===== src/rtl/hex_display_arbiter_pkg.sv =====
// Shared types and constants for the seven-segment display arbiter.
// Holds the FSM encoding, the dark-digit pattern and the nibble-to-digit map.
package hex_display_arbiter_pkg;

  typedef enum logic {
    ST_IDLE = 1'b0,
    ST_OWN  = 1'b1
  } state_e;

  localparam logic [6:0] SEG_BLANK = 7'h7F;

  localparam int NUM_DIGITS = 4;
  localparam int HEX0_LSB   = 0;
  localparam int HEX1_LSB   = 4;
  localparam int HEX2_LSB   = 8;
  localparam int HEX3_LSB   = 12;

  function automatic int digit_lsb(input int digit);
    case (digit)
      0:       digit_lsb = HEX0_LSB;
      1:       digit_lsb = HEX1_LSB;
      2:       digit_lsb = HEX2_LSB;
      3:       digit_lsb = HEX3_LSB;
      default: digit_lsb = HEX0_LSB;
    endcase
  endfunction

endpackage


===== src/rtl/hex7seg.sv =====
// Hex nibble to active-low seven-segment decoder; bit 0 is segment a, bit 6 is g.
module hex7seg (
  input  logic [3:0] hex,
  output logic [0:6] display
);

  // Segment lookup for each hex digit
  always_comb begin
    case (hex)
      4'h0:    display = 7'b0000001;
      4'h1:    display = 7'b1001111;
      4'h2:    display = 7'b0010010;
      4'h3:    display = 7'b0000110;
      4'h4:    display = 7'b1001100;
      4'h5:    display = 7'b0100100;
      4'h6:    display = 7'b0100000;
      4'h7:    display = 7'b0001111;
      4'h8:    display = 7'b0000000;
      4'h9:    display = 7'b0000100;
      4'hA:    display = 7'b0001000;
      4'hB:    display = 7'b1100000;
      4'hC:    display = 7'b0110001;
      4'hD:    display = 7'b1000010;
      4'hE:    display = 7'b0110000;
      4'hF:    display = 7'b0111000;
      default: display = 7'b1111111;
    endcase
  end

endmodule


===== src/rtl/hex_display_arbiter_rr_pick.sv =====
// Combinational round-robin winner search starting after `last`,
// optionally skipping one requester (the current owner).
module rr_pick #(
  parameter int NREQ  = 2,
  parameter int IDX_W = 1
) (
  input  logic [NREQ-1:0]  req,
  input  logic [IDX_W-1:0] last,
  input  logic             exclude_en,
  input  logic [IDX_W-1:0] exclude_idx,
  output logic             valid,
  output logic [IDX_W-1:0] idx
);

  logic [IDX_W-1:0] cand_s;

  // Walk last+1 .. last+NREQ and keep the first eligible requester
  always_comb begin
    valid  = 1'b0;
    idx    = '0;
    cand_s = '0;
    for (int k = 1; k <= NREQ; k++) begin
      cand_s = IDX_W'((int'(last) + k) % NREQ);
      if (!valid && req[cand_s] && !(exclude_en && (cand_s == exclude_idx))) begin
        valid = 1'b1;
        idx   = cand_s;
      end else begin
        valid = valid;
      end
    end
  end

endmodule


===== src/rtl/hex_display_arbiter.sv =====
// Round-robin owner of the four-digit seven-segment display with a minimum
// dwell time; the owner's value is registered and decoded onto HEX3..HEX0.
module hex_display_arbiter
  import hex_display_arbiter_pkg::*;
#(
  parameter int NREQ         = 2,
  parameter int DWELL_CYCLES = 50_000_000,
  parameter int CNT_W        = 26
) (
  input  logic              clk,
  input  logic              resetn,
  input  logic [NREQ-1:0]   req,
  input  logic [16*NREQ-1:0] data,
  output logic [NREQ-1:0]   gnt,
  output logic [15:0]       hex_value,
  output logic              blank,
  output logic [0:6]        HEX0,
  output logic [0:6]        HEX1,
  output logic [0:6]        HEX2,
  output logic [0:6]        HEX3
);

  localparam int IDX_W = (NREQ > 2) ? 2 : 1;

  state_e           state_r, state_s;
  logic [IDX_W-1:0] owner_r, owner_s;
  logic [IDX_W-1:0] last_r, last_s;
  logic [CNT_W-1:0] cnt_r, cnt_s;
  logic [NREQ-1:0]  gnt_r, gnt_s;
  logic [15:0]      hex_value_r, hex_value_s;
  logic             blank_r, blank_s;

  logic             pick_valid_s;
  logic [IDX_W-1:0] pick_idx_s;
  logic             dwell_expired_s;
  logic [15:0]      data_words_s [NREQ];
  logic [0:6]       seg_raw_s [NUM_DIGITS];

  function automatic logic [NREQ-1:0] onehot(input logic [IDX_W-1:0] i);
    onehot    = '0;
    onehot[i] = 1'b1;
  endfunction

  for (genvar g = 0; g < NREQ; g++) begin : g_words
    assign data_words_s[g] = data[16*g +: 16];
  end

  // The owner is never a handover candidate, so release and preemption share one search
  rr_pick #(.NREQ(NREQ), .IDX_W(IDX_W)) u_rr_pick (
    .req         (req),
    .last        (last_r),
    .exclude_en  (state_r == ST_OWN),
    .exclude_idx (owner_r),
    .valid       (pick_valid_s),
    .idx         (pick_idx_s)
  );

  assign dwell_expired_s = (cnt_r == CNT_W'(DWELL_CYCLES - 1));

  // Next-state and next-output logic
  always_comb begin
    state_s     = state_r;
    owner_s     = owner_r;
    last_s      = last_r;
    cnt_s       = cnt_r;
    gnt_s       = gnt_r;
    hex_value_s = hex_value_r;
    blank_s     = blank_r;
    case (state_r)
      ST_IDLE: begin
        if (pick_valid_s) begin
          state_s     = ST_OWN;
          owner_s     = pick_idx_s;
          last_s      = pick_idx_s;
          cnt_s       = '0;
          gnt_s       = onehot(pick_idx_s);
          hex_value_s = data_words_s[pick_idx_s];
          blank_s     = 1'b0;
        end else begin
          gnt_s   = '0;
          blank_s = 1'b1;
        end
      end
      ST_OWN: begin
        // Release wins over expiry; both hand over to the same excluded-owner pick
        if (pick_valid_s && (!req[owner_r] || dwell_expired_s)) begin
          owner_s     = pick_idx_s;
          last_s      = pick_idx_s;
          cnt_s       = '0;
          gnt_s       = onehot(pick_idx_s);
          hex_value_s = data_words_s[pick_idx_s];
          blank_s     = 1'b0;
        end else if (!req[owner_r]) begin
          state_s = ST_IDLE;
          gnt_s   = '0;
          blank_s = 1'b1;
        end else begin
          hex_value_s = data_words_s[owner_r];
          cnt_s       = dwell_expired_s ? cnt_r : (cnt_r + CNT_W'(1));
        end
      end
      default: begin
        state_s = ST_IDLE;
        gnt_s   = '0;
        blank_s = 1'b1;
        cnt_s   = '0;
      end
    endcase
  end

  // State and output registers
  always_ff @(posedge clk or negedge resetn) begin
    if (!resetn) begin
      state_r     <= ST_IDLE;
      owner_r     <= IDX_W'(NREQ - 1);
      last_r      <= IDX_W'(NREQ - 1);
      cnt_r       <= '0;
      gnt_r       <= '0;
      hex_value_r <= 16'h0000;
      blank_r     <= 1'b1;
    end else begin
      state_r     <= state_s;
      owner_r     <= owner_s;
      last_r      <= last_s;
      cnt_r       <= cnt_s;
      gnt_r       <= gnt_s;
      hex_value_r <= hex_value_s;
      blank_r     <= blank_s;
    end
  end

  for (genvar d = 0; d < NUM_DIGITS; d++) begin : g_digits
    hex7seg u_hex7seg (
      .hex     (hex_value_r[digit_lsb(d) +: 4]),
      .display (seg_raw_s[d])
    );
  end

  assign gnt       = gnt_r;
  assign hex_value = hex_value_r;
  assign blank     = blank_r;
  assign HEX0      = blank_r ? SEG_BLANK : seg_raw_s[0];
  assign HEX1      = blank_r ? SEG_BLANK : seg_raw_s[1];
  assign HEX2      = blank_r ? SEG_BLANK : seg_raw_s[2];
  assign HEX3      = blank_r ? SEG_BLANK : seg_raw_s[3];

endmodule


===== config.mk =====
export PLATFORM = sky130hd
export DESIGN_NAME = hex_display_arbiter
export DESIGN_NICKNAME = d
export VERILOG_FILES = /design/src/rtl/hex_display_arbiter_pkg.sv /design/src/rtl/hex7seg.sv /design/src/rtl/hex_display_arbiter_rr_pick.sv /design/src/rtl/hex_display_arbiter.sv
export SDC_FILE = /design/constraint.sdc
export NUM_CORES = 1
export LEC_CHECK = 0
export CELL_PAD_IN_SITES_DETAIL_PLACEMENT = 1
export CELL_PAD_IN_SITES_GLOBAL_PLACEMENT = 1
export CORE_AREA = 5 5 111 113
export DETAILED_ROUTE_END_ITERATION = 10
export DIE_AREA = 0 0 116 118
export MAX_ROUTING_LAYER = met4
export PLACE_DENSITY = 0.85
export SYNTH_ARGS = -nofsm -noshare
export SYNTH_HDL_FRONTEND = slang
export SYNTH_SLANG_ARGS = --single-unit

===== constraint.sdc =====
create_clock -name clk -period 2.68 [get_ports clk]
set_input_delay 0.536 -clock clk [delete_from_list [all_inputs] [get_ports clk]]
set_output_delay 0.536 -clock clk [all_outputs]
set_load 0.03 [all_outputs]

==> qor.yml <==
setup_path:
  reg2reg_depth: 6
  required_ns: 2.14
  slowest_stage: "mux4_2"
  crit_chain: "buf_4 -> ha_1 -> mux4_2 -> or2_2 -> clkdlybuf4s15_2"
  critPathKind: "flip-flop to output port"
  cp_max_fo: 6
  max_stage_delay_ns: 0.48
  cp-start-kind: "flip-flop"
  arrival_ns: 2.13
  cp-end-kind: "output port"
cells_and_area:
  layout_commonest_cell: "nand2_1"
  final_layout_size_suffix_gt1_share_pct: 16.3
  finalNetCount: 690
  fillers: 1322
  layout_common_cells: "nand2_1, clkdlybuf4s50_1, buf_4"
  diodes: 0
  fin_util_pct: 51.2
  final_area_sq_mm: 0.00575
  syn2layout_area_growth_pct: 31.3
place:
  placed_area_sq_mm: 0.00557
  place_ws_ns: -0.0541
  portBuffers: 82
  gp_congestion: 0.881
  post-dp-hpwl_um: 12000
floorplanning:
  core_sq_mm: 0.0112
  die_w_um: 116
  die_area_sq_mm: 0.0137
  io_pins: 83
  die_y_um: 118
  start_util_pct: 39.0
  fp-row-count: 39
route:
  via_per_inst: 6.03
  ant_nets: 0
  initialDrtViolationCount: 269
  via_count: 4660
  wl_per_cell_um: 20.6
  drt_drc_violations_left: 0
  first_pass_iters: 4
  wl_um: 15900
synth:
  yosys_warnings: 0
  synth-edff-count: 0
  syn_avg_cell_area_sq_um: 8.24
  synthAdderAreaFrac_pct: 7.15
  synthArstFlopShare_pct: 100
  synth-main-ff-cell: "dfrtp_1"
  synth_nets: 592
  netlist_area_sq_mm: 0.00438
  synth_xor_area_share_pct: 0.200
  synth_top_family_by_area: "compound AO/OA/AOI/OAI gates"
  ys_seq_elements: 47
  seq_area_frac_synth_pct: 26.9
  ys_types: 57
  synth-simple-area-share_pct: 20.8
  synth.mux.area_fraction_pct: 13.9
  syn_inst: 531
  synth-compound-area-share_pct: 24.7
cts:
  ctsLongestPathBuffers: 2
  cts_buffers: 5
  cts_hold_buf: 0
  clock_latency_ns: 0.29
  htreeDepth: 2
  cts_num_sinks: 47
  root_buffer: "clkbuf_16"
  cts_tree: "done"
  path_clk_slew_ns: 0.07
sta:
  max_freq_mhz: 375
  worst_pin_slew_ns: 0.649
  maxSlewViolCount: 0
  period_needed_ns: 2.67
  setup_viol: 0
  fin_ws_ns: 0.0100
  final_hold_viol_count: 0
  slew-limit-headroom_pct: 56.7
  rsz0062_at_grt: "true"
  timing.hold.ws_ns: 0.270
  post-route-period-util_pct: 99.6
  fin_skew_ns: 0.00548
pwr:
  leakage_nw: 2.59
  irDropWorstVdd_uv: 265
  cellPowerDensity_mw_per_mm2: 597
grt:
  grt_pass1_wl_um: 26200
  grt_max_degree: 38
  grt_overflow: 0
  grt_pass1_vias: 5159
  grt.total_usage_pct: 23.9
  grt_antenna_before_repair: 0
min_path:
  hold_class: "primary input to asynchronous set/reset pin"
outcome:
  outcome: "finished, final reports clean"
flow_run:
  drv_cap: 0
## path summary, 6_finish.rpt
path	start	to	slack, ns
max	hex_value[13]$_DFFE_PN0P_	HEX3[3]	0.01
min	resetn	cnt_r[14]$_DFFE_PN0P_	0.27
max reg2reg	cnt_r[9]$_DFFE_PN0P_	cnt_r[6]$_DFFE_PN0P_	0.32
min reg2reg	cnt_r[24]$_DFFE_PN0P_	cnt_r[24]$_DFFE_PN0P_	0.47
max in group asynchronous	resetn	gnt[0]$_DFFE_PN0P_	1.84
min in group clk	cnt_r[24]$_DFFE_PN0P_	cnt_r[24]$_DFFE_PN0P_	0.47
## flip-flops by register name, summed over array words and instances (netlist names)
signal	cells
gnt	2
state_r	1
blank	1
hex_value	16
last_r	1
cnt_r	26
## per-stage QoR
step                      cells  TNS [ns]  power, W
after floorplan             531         0   0.00198
after global placement      763         0   0.00264
after detailed placement    763   -0.0541   0.00274
after CTS                   772   -0.0677   0.00346
after global routing        773   -0.0506   0.00361
final                       773         0   0.00343
## repair_timing
item,in CTS,in global routing
endpoints found under the hold margin,0,0
gates resized for setup,29,13
buffers inserted,1,1
endpoints found under the setup margin,20,11
## cells by family after synthesis
| kind of cell | after synthesis |
|---|---|
| xor gates and xnor gates | 1 |
| AOI/OAI and AO/OA | 164 |
| buffers and inverters | 62 |
| adders and majority gates | 25 |
| DFF | 47 |
| and+or+nand+nor | 179 |
| muxes | 53 |
## synth_stat cells (all sizes together), types with 6 or more instances
master | instances | share of area [%]
or4 | 6 | 1.0
nand2 | 63 | 5.4
nand2b | 6 | 0.86
dfrtp | 45 | 26
nand3 | 13 | 1.5
mux2i | 28 | 6.4
o21a | 18 | 3.1
a211o | 10 | 2.0
buf | 20 | 2.8
a221o | 6 | 1.4
o22ai | 24 | 3.4
nand4 | 13 | 1.9
a31oi | 22 | 3.1
and4 | 8 | 1.6
mux2 | 21 | 5.4
clkbuf | 22 | 1.9
and3 | 6 | 0.86
a21oi | 38 | 4.3
ha | 25 | 7.1
inv | 20 | 1.7
nor2 | 32 | 2.7
o21ai | 27 | 3.3
## power by group
| group | internal (W) | leakage (nW) | switching, W |
|---|---|---|---|
| Clock | 0.000465 | 0.0868 | 0.000284 |
| Combinational | 0.000768 | 1.91 | 0.00101 |
| Sequential | 0.000785 | 0.601 | 0.000122 |
## routing by layer
layer | part of all wire (%) | vias up | wire length [um] | global-route usage (%)
met5 | 0 | - | 0 | -
met4 | 3.3 | 0 | 531 | 9.28
met3 | 3.4 | 49 | 547 | 2.62
met2 | 52 | 121 | 8220 | 41.6
met1 | 42 | 2312 | 6610 | 27.7
li1 | - | 2178 | - | -
## critical path, delay by kind of cell (launching register included)
kind                       cells  cell delay, ns
muxes                          1            0.48
and+or+nand+nor                1            0.29
adders and majority gates      1            0.24
buffers and inverters          2            0.45
DFF                            1            0.40
## final cells by class
| class | count | area (sq um) | area share [%] |
|---|---|---|---|
| inverters | 20 | 75.1 | 1.31 |
| clock inverters | 2 | 35.0 | 0.610 |
| multi-input cells | 422 | 2920 | 50.8 |
| repair buffers | 133 | 1220 | 21.2 |
| clock buffers | 6 | 139 | 2.42 |
| flip-flops and latches | 47 | 1180 | 20.6 |
| well taps | 143 | 179 | 3.11 |
Power figures use the tool's default switching activity.
